$ cat src/rtl/sha256_nonce_worker_if.sv
// Job request/response bundle between the miner master and one nonce worker.
interface sha256_nonce_worker_if;
  logic         start;
  logic         phase_sel;
  logic [31:0]  nonce;
  logic [255:0] hi;
  logic [95:0]  msg_tail;
  logic [255:0] ho;
  logic         finish;

  modport master (
    output start,
    output phase_sel,
    output nonce,
    output hi,
    output msg_tail,
    input  ho,
    input  finish
  );

  modport slave (
    input  start,
    input  phase_sel,
    input  nonce,
    input  hi,
    input  msg_tail,
    output ho,
    output finish
  );
endinterface

$ cat src/rtl/sha256_nonce_worker.sv
// Per-nonce SHA-256 compression engine: one round per cycle, Phase 2
// (header block 2 with nonce) or Phase 3 (hash of a 256-bit digest).
// Optional feature macro: SHA_WORKER_RESTART_EN (start outside IDLE restarts).
module sha256_nonce_worker #(
  parameter int unsigned NUM_ROUNDS = 64
) (
  input logic                  clk,
  input logic                  reset_n,
  sha256_nonce_worker_if.slave bus
);

  localparam int unsigned WORD_W     = 32;
  localparam int unsigned CNT_W      = 7;
  localparam int unsigned MSG_WORDS  = 16;
  localparam int unsigned HASH_WORDS = 8;
  localparam int unsigned HASH_W     = WORD_W * HASH_WORDS;

  localparam logic [WORD_W-1:0] PAD_WORD   = 32'h8000_0000;
  localparam logic [WORD_W-1:0] P2_LEN     = 32'd640;
  localparam logic [WORD_W-1:0] P3_LEN     = 32'd256;
  localparam logic [CNT_W-1:0]  LAST_ROUND = CNT_W'(NUM_ROUNDS);

  localparam logic [WORD_W-1:0] IV [HASH_WORDS] = '{
    32'h6a09e667, 32'hbb67ae85, 32'h3c6ef372, 32'ha54ff53a,
    32'h510e527f, 32'h9b05688c, 32'h1f83d9ab, 32'h5be0cd19
  };

  localparam logic [WORD_W-1:0] K [64] = '{
    32'h428a2f98, 32'h71374491, 32'hb5c0fbcf, 32'he9b5dba5,
    32'h3956c25b, 32'h59f111f1, 32'h923f82a4, 32'hab1c5ed5,
    32'hd807aa98, 32'h12835b01, 32'h243185be, 32'h550c7dc3,
    32'h72be5d74, 32'h80deb1fe, 32'h9bdc06a7, 32'hc19bf174,
    32'he49b69c1, 32'hefbe4786, 32'h0fc19dc6, 32'h240ca1cc,
    32'h2de92c6f, 32'h4a7484aa, 32'h5cb0a9dc, 32'h76f988da,
    32'h983e5152, 32'ha831c66d, 32'hb00327c8, 32'hbf597fc7,
    32'hc6e00bf3, 32'hd5a79147, 32'h06ca6351, 32'h14292967,
    32'h27b70a85, 32'h2e1b2138, 32'h4d2c6dfc, 32'h53380d13,
    32'h650a7354, 32'h766a0abb, 32'h81c2c92e, 32'h92722c85,
    32'ha2bfe8a1, 32'ha81a664b, 32'hc24b8b70, 32'hc76c51a3,
    32'hd192e819, 32'hd6990624, 32'hf40e3585, 32'h106aa070,
    32'h19a4c116, 32'h1e376c08, 32'h2748774c, 32'h34b0bcb5,
    32'h391c0cb3, 32'h4ed8aa4a, 32'h5b9cca4f, 32'h682e6ff3,
    32'h748f82ee, 32'h78a5636f, 32'h84c87814, 32'h8cc70208,
    32'h90befffa, 32'ha4506ceb, 32'hbef9a3f7, 32'hc67178f2
  };

  typedef enum logic [1:0] {
    IDLE    = 2'd0,
    COMPUTE = 2'd1,
    DONE    = 2'd2
  } state_t;

  // SHA-256 bit functions with fixed rotate amounts
  function automatic logic [WORD_W-1:0] big_sigma0(input logic [WORD_W-1:0] x);
    return {x[1:0], x[31:2]} ^ {x[12:0], x[31:13]} ^ {x[21:0], x[31:22]};
  endfunction

  function automatic logic [WORD_W-1:0] big_sigma1(input logic [WORD_W-1:0] x);
    return {x[5:0], x[31:6]} ^ {x[10:0], x[31:11]} ^ {x[24:0], x[31:25]};
  endfunction

  function automatic logic [WORD_W-1:0] small_sigma0(input logic [WORD_W-1:0] x);
    return {x[6:0], x[31:7]} ^ {x[17:0], x[31:18]} ^ {3'b000, x[31:3]};
  endfunction

  function automatic logic [WORD_W-1:0] small_sigma1(input logic [WORD_W-1:0] x);
    return {x[16:0], x[31:17]} ^ {x[18:0], x[31:19]} ^ {10'd0, x[31:10]};
  endfunction

  // Word idx of a big-endian packed vector (word 0 in the top bits)
  function automatic logic [WORD_W-1:0] hash_word(input logic [HASH_W-1:0] v,
                                                  input int unsigned idx);
    return WORD_W'(v >> (WORD_W * (HASH_WORDS - 1 - idx)));
  endfunction

  function automatic logic [WORD_W-1:0] tail_word(input logic [95:0] v,
                                                  input int unsigned idx);
    return WORD_W'(v >> (WORD_W * (2 - idx)));
  endfunction

  state_t            state;
  state_t            state_nxt;
  logic [CNT_W-1:0]  t;
  logic [WORD_W-1:0] w     [MSG_WORDS];
  logic [WORD_W-1:0] wk    [HASH_WORDS];
  logic [WORD_W-1:0] hinit [HASH_WORDS];

  logic              load_c;
  logic              round_c;
  logic              final_c;
  logic [WORD_W-1:0] w_init_c [MSG_WORDS];
  logic [WORD_W-1:0] h_init_c [HASH_WORDS];
  logic [WORD_W-1:0] t1_c;
  logic [WORD_W-1:0] t2_c;
  logic [WORD_W-1:0] w_new_c;
  logic [HASH_W-1:0] ho_c;

  // State register
  always_ff @(posedge clk or negedge reset_n) begin
    if (!reset_n) state <= IDLE;
    else          state <= state_nxt;
  end

  // Next state and datapath strobes; t == NUM_ROUNDS is the final-add cycle
  always_comb begin
    state_nxt = state;
    load_c    = 1'b0;
    round_c   = 1'b0;
    final_c   = 1'b0;
    case (state)
      IDLE: begin
        if (bus.start) begin
          load_c    = 1'b1;
          state_nxt = COMPUTE;
        end
      end
      COMPUTE: begin
        if (t == LAST_ROUND) begin
          final_c   = 1'b1;
          state_nxt = DONE;
        end else begin
          round_c = 1'b1;
        end
      end
      DONE:    state_nxt = IDLE;
      default: state_nxt = IDLE;
    endcase
`ifdef SHA_WORKER_RESTART_EN
    if (state != IDLE && bus.start) begin
      load_c    = 1'b1;
      round_c   = 1'b0;
      final_c   = 1'b0;
      state_nxt = COMPUTE;
    end
`endif
  end

  // Initial message window and working hash for the selected job
  always_comb begin
    for (int i = 0; i < MSG_WORDS; i++)  w_init_c[i] = '0;
    for (int i = 0; i < HASH_WORDS; i++) h_init_c[i] = '0;
    if (bus.phase_sel) begin
      for (int i = 0; i < HASH_WORDS; i++) begin
        h_init_c[i] = IV[i];
        w_init_c[i] = hash_word(bus.hi, i);
      end
      w_init_c[8]  = PAD_WORD;
      w_init_c[15] = P3_LEN;
    end else begin
      for (int i = 0; i < HASH_WORDS; i++) h_init_c[i] = hash_word(bus.hi, i);
      for (int i = 0; i < 3; i++)          w_init_c[i] = tail_word(bus.msg_tail, i);
      w_init_c[3]  = bus.nonce;
      w_init_c[4]  = PAD_WORD;
      w_init_c[15] = P2_LEN;
    end
  end

  // Round arithmetic; window slot 0 holds W[t], slot 15 holds W[t+15]
  always_comb begin
    t1_c = wk[7] + big_sigma1(wk[4]) + ((wk[4] & wk[5]) ^ (~wk[4] & wk[6]))
         + K[t[5:0]] + w[0];
    t2_c = big_sigma0(wk[0])
         + ((wk[0] & wk[1]) ^ (wk[0] & wk[2]) ^ (wk[1] & wk[2]));
    w_new_c = w[0] + small_sigma0(w[1]) + w[9] + small_sigma1(w[14]);
    ho_c = '0;
    for (int i = 0; i < HASH_WORDS; i++) begin
      ho_c = {ho_c[HASH_W-WORD_W-1:0], WORD_W'(hinit[i] + wk[i])};
    end
  end

  // Message window, working variables, round counter and result registers
  always_ff @(posedge clk or negedge reset_n) begin
    if (!reset_n) begin
      t          <= '0;
      bus.ho     <= '0;
      bus.finish <= 1'b0;
      for (int i = 0; i < MSG_WORDS; i++) w[i] <= '0;
      for (int i = 0; i < HASH_WORDS; i++) begin
        wk[i]    <= '0;
        hinit[i] <= '0;
      end
    end else begin
      bus.finish <= final_c;
      if (load_c) begin
        t <= '0;
        for (int i = 0; i < MSG_WORDS; i++) w[i] <= w_init_c[i];
        for (int i = 0; i < HASH_WORDS; i++) begin
          wk[i]    <= h_init_c[i];
          hinit[i] <= h_init_c[i];
        end
      end else if (round_c) begin
        t <= t + CNT_W'(1);
        for (int i = 0; i < MSG_WORDS - 1; i++) w[i] <= w[i+1];
        w[MSG_WORDS-1] <= w_new_c;
        wk[0] <= t1_c + t2_c;
        wk[1] <= wk[0];
        wk[2] <= wk[1];
        wk[3] <= wk[2];
        wk[4] <= wk[3] + t1_c;
        wk[5] <= wk[4];
        wk[6] <= wk[5];
        wk[7] <= wk[6];
      end
      if (final_c) bus.ho <= ho_c;
    end
  end

endmodule

$ cat src/flat_wrapper.sv
// flat-port wrapper written by rule: the top's interface ports become plain ports
module sha256_nonce_worker_flat 
#(
  parameter int unsigned NUM_ROUNDS = 64
)
  (clk, reset_n, bus_start, bus_phase_sel, bus_nonce, bus_hi, bus_msg_tail, bus_ho, bus_finish);
  sha256_nonce_worker_if bus_i ();
  input logic clk;
  input logic reset_n;
  input wire logic [$bits(bus_i.start)-1:0] bus_start;
  input wire logic [$bits(bus_i.phase_sel)-1:0] bus_phase_sel;
  input wire logic [$bits(bus_i.nonce)-1:0] bus_nonce;
  input wire logic [$bits(bus_i.hi)-1:0] bus_hi;
  input wire logic [$bits(bus_i.msg_tail)-1:0] bus_msg_tail;
  output wire logic [$bits(bus_i.ho)-1:0] bus_ho;
  output wire logic [$bits(bus_i.finish)-1:0] bus_finish;
  assign bus_i.start = bus_start;
  assign bus_i.phase_sel = bus_phase_sel;
  assign bus_i.nonce = bus_nonce;
  assign bus_i.hi = bus_hi;
  assign bus_i.msg_tail = bus_msg_tail;
  assign bus_ho = bus_i.ho;
  assign bus_finish = bus_i.finish;
  sha256_nonce_worker #(.NUM_ROUNDS(NUM_ROUNDS)) u_core (.clk(clk), .reset_n(reset_n), .bus(bus_i));
endmodule
$ cat config.mk
export PLATFORM = sky130hd
export DESIGN_NAME = sha256_nonce_worker_flat
export DESIGN_NICKNAME = d
export VERILOG_FILES = /design/src/rtl/sha256_nonce_worker_if.sv /design/src/rtl/sha256_nonce_worker.sv /design/src/flat_wrapper.sv
export SDC_FILE = /design/constraint.sdc
export NUM_CORES = 2
export LEC_CHECK = 0
export ABC_AREA = 1
export CELL_PAD_IN_SITES_DETAIL_PLACEMENT = 0
export CELL_PAD_IN_SITES_GLOBAL_PLACEMENT = 1
export CORE_ASPECT_RATIO = 1.25
export CORE_UTILIZATION = 35
export DETAILED_ROUTE_END_ITERATION = 8
export MAX_ROUTING_LAYER = met4
export PLACE_DENSITY_LB_ADDON = 0.1
export SLEW_MARGIN = 20
export SYNTH_ARGS = -nofsm -noshare
export SYNTH_HDL_FRONTEND = slang
export SYNTH_SLANG_ARGS = --single-unit
$ cat constraint.sdc
create_clock -name clk -period 14.4 [get_ports clk]
set_input_delay 2.16 -clock clk [delete_from_list [all_inputs] [get_ports clk]]
set_output_delay 2.16 -clock clk [all_outputs]
set_load 0.005 [all_outputs]
==> results by group <==
Timing
  • Rel. slew slack: 18.1%
  • # setup viols final: 0
  • RSZ-0062 raised after global routing: no
  • Final hold viol count: 0
  • Slew @ Worst Pin: 1.22 ns
  • Final Cycle Share: 70.8%
  • Fmax: 0.0981 GHz
  • Setup_tns: 0 ns
  • Setup Skew: 0.0990 ns
  • Period minus WS final: 10.19 ns
  • Slew Limit Fails: 0

Critical path
  • R2r endpoint: u_core.wk[255]
  • Worst Path Max Fanout: 45
  • Crit path arrival time: 10.90 ns
  • CP startpoint kind: flip-flop
  • R2R cell count: 39
  • Data required, critical path: 15.11 ns
  • Crit path capture type: flip-flop
  • Register-to-Register Setup Slack: 4.21 ns
  • Critical path type: reg -> reg
  • FF-to-FF Start: u_core.t[4]
  • Slowest cell on crit path: nor3_1
  • Largest stage delay, worst path: 0.73 ns

Yosys
  • Synth Area in Compound Gates: 16.8%
  • Synthesized area: 82300 um^2
  • Post-synth ARST share: 100%
  • Sequential area share after synthesis: 39.2%
  • Post-synth EDFFs: 0
  • Synth top area share: 39.2%
  • Synth Area in Simple Gates: 20.7%
  • Synth Register Bits: 1290
  • Post-synth cell types: 59
  • Synth Area in XOR/XNOR: 4.55%
  • Mux cell area share after synthesis: 0%
  • Largest family of logic cells by synthesized area: simple AND/OR/NAND/NOR gates
  • Top post-synthesis cells by count: nand2_1 (3157), dfrtp_1 (1290), inv_1 (1196), o21ai_0 (777), nor2_1 (592)
  • Cell taking the most area after synthesis: dfrtp_1
  • Yosys warns: 0
  • Synth top area cells: dfrtp_1 (39%), nand2_1 (14%), ha_1 (5.9%)
  • Most frequent cell after synthesis: nand2_1
  • Synthesized area per cell: 7.74 um^2
  • Syn_nets: 11605
  • Adder-cell area share of the yosys netlist: 10.7%
  • Mapped Cells: 10631
  • Dominant synthesized flop cell: dfrtp_1

Global routing
  • Grt total ovfl: 0
  • Largest net degree at the start of global routing: 198
  • GRT Overall Usage: 38.3%
  • Vias in the first global route: 77245
  • Global-route wire length before repair: 620 mm
  • Initial antenna violation count: 43

Min path
  • Hold crit path type: reg -> reg
  • Hold path depth: 2
  • Endpoint, Worst Hold: u_core.w[222]
  • Hold Startpoint: u_core.w[190]

Route
  • Detailed Route Iter0 Violations: 8851
  • Vias post-DR: 79627
  • Metal-1 WL: 193 mm
  • Highest Signal Layer: met4
  • Vias/cell: 5.58
  • Met2 wire len: 201 mm
  • Drt pass-1 iters: 7
  • Detailed Route WL: 450 mm
  • Antenna Nets Post-Route: 0
  • Met3 WL: 32.1 mm
  • Remaining DRCs: 0
  • WL per Instance: 31.5 um

Run
  • Max_cap viols: 0

Clock tree
  • Postcts setup bufs: 0
  • Clk_lat worst skew: 0.90 ns
  • CTS tree: built
  • CTS Hold Bufs: 0
  • Num CTS Buffers: 159
  • Clock Tree Buf Depth: 4
  • Clock Sinks: 1290
  • CTS root buf: clkbuf_16
  • H-tree levels: 4
  • Resize count post-CTS: 0
  • Clk slew on worst S/H paths: 0.07 ns

Finish
  • Area Overhead vs Synth: 17.6%
  • Share of layout cells above drive strength 1: 4.05%
  • Multi-input combinational cell area: 43400 um^2
  • # fillers: 24236
  • Storage cell area: 32300 um^2
  • Layout Nets: 12018

Floorplanning
  • Die width: 436 um
  • # rows: 198
  • Initial Util: 35.3%
  • Die area: 237000 um^2
  • I/O pins: 645
  • Core area: 233000 um^2
  • Die Y: 544 um

Place
  • Buffers added on ports: 644
  • Detail Placement HPWL: 364 mm
  • Gpl congestion: 1.02

Run status
  • Status: completed
==> area by class of cell <==
| class | instances | area share [%] |
|---|---|---|
| Antenna cell | 24 | 0.0620 |
| Clock buffer | 223 | 4.69 |
| Clock inverter | 47 | 0.642 |
| Timing Repair Buffer | 756 | 7.66 |
| Inverter | 1206 | 4.71 |
| Sequential cell | 1290 | 33.4 |
| Tap cell | 3100 | 4.01 |
| Multi-Input combinational cell | 7631 | 44.9 |
==> worst max-delay path: cells and delay by family (launching register included) <==
family / cells / cell delay [ns]
buffers and inverters: 9 / 2.03
AOI/OAI and AO/OA: 12 / 2.63
and+or+nand+nor: 12 / 2.25
adders and majority gates: 6 / 2.74
DFF: 1 / 0.34
==> logic make-up after synthesis <==
| family | after synthesis |
|---|---|
| and+or+nand+nor | 4286 |
| AOI/OAI and AO/OA | 2332 |
| buffers and inverters | 1710 |
| DFF | 1290 |
| adders and majority gates | 586 |
| xor gates and xnor gates | 427 |
==> layout by cell type (no fill, tap or decap), types with 16 or more instances in the layout <==
cell type / instances
dfrtp_1: 1287
xor2_1: 217
diode_2: 24
a221oi_1: 31
o21ai_1: 179
o22ai_1: 98
a21oi_1: 524
a21o_1: 85
xnor2_1: 210
o31ai_1: 24
o21ai_0: 769
or2_2: 69
nand2_1: 3155
inv_1: 1194
o221ai_1: 103
o21a_1: 20
clkdlybuf4s50_1: 642
nor3_1: 86
ha_1: 391
clkbuf_16: 160
nand3_1: 301
a41oi_1: 90
a31oi_1: 149
buf_4: 103
clkbuf_8: 30
nand4_1: 30
clkbuf_1: 33
fa_1: 195
clkinv_2: 18
o211ai_1: 126
a22oi_1: 16
o21bai_1: 54
nor2_1: 589
==> layer usage <==
layer  vias up  global-route usage, %
li1      35650                      -
met1     39858                   50.2
met2      3474                   58.0
met3       645                   6.12
met4         0                   17.2
met5         -                      -
==> stage by stage <==
| stage | cells | utilization, % | hold WS, ns | instance area, um^2 | worst slack, ns |
|---|---|---|---|---|---|
| 5_1_grt | 14270 | 41.5 | 0.458 | 96800 | 3.81 |
| 2_1_floorplan | 10631 | - | 0.442 | 82300 | 7.10 |
| 4_1_cts | 14253 | 41.5 | 0.442 | 96700 | 4.48 |
| 3_5_place_dp | 13983 | 39.3 | 0.458 | 91600 | 4.56 |
| 3_3_place_gp | 13983 | 39.3 | 0.455 | 91600 | 4.29 |
| 6_report | 14277 | 41.5 | 0.439 | 96800 | 4.21 |
==> state kept, by name (all words and copies together), names as in the netlist <==
signal             flops
u_core.bus.ho        256
u_core.t               7
u_core.state           2
u_core.bus.finish      1
u_core.w             512
u_core.hinit         256
u_core.wk            256
==> worst max-delay path by stage <==
stage                     cells past startpoint              to   startpoint  slack, ns
after floorplan                              39  u_core.wk[254]  u_core.t[1]       7.10
after global placement                       39  u_core.wk[255]  u_core.t[4]       4.29
after detailed placement                     39  u_core.wk[255]  u_core.t[4]       4.56
after CTS                                    39  u_core.wk[255]  u_core.t[4]       4.48
after global routing                         46  u_core.wk[255]  u_core.t[2]       3.81
final                                        39  u_core.wk[255]  u_core.t[4]       4.21
Power is left out: the tool's default activity adds up to more than one toggle a clock period on the data nets, which glitch-free logic cannot reach.
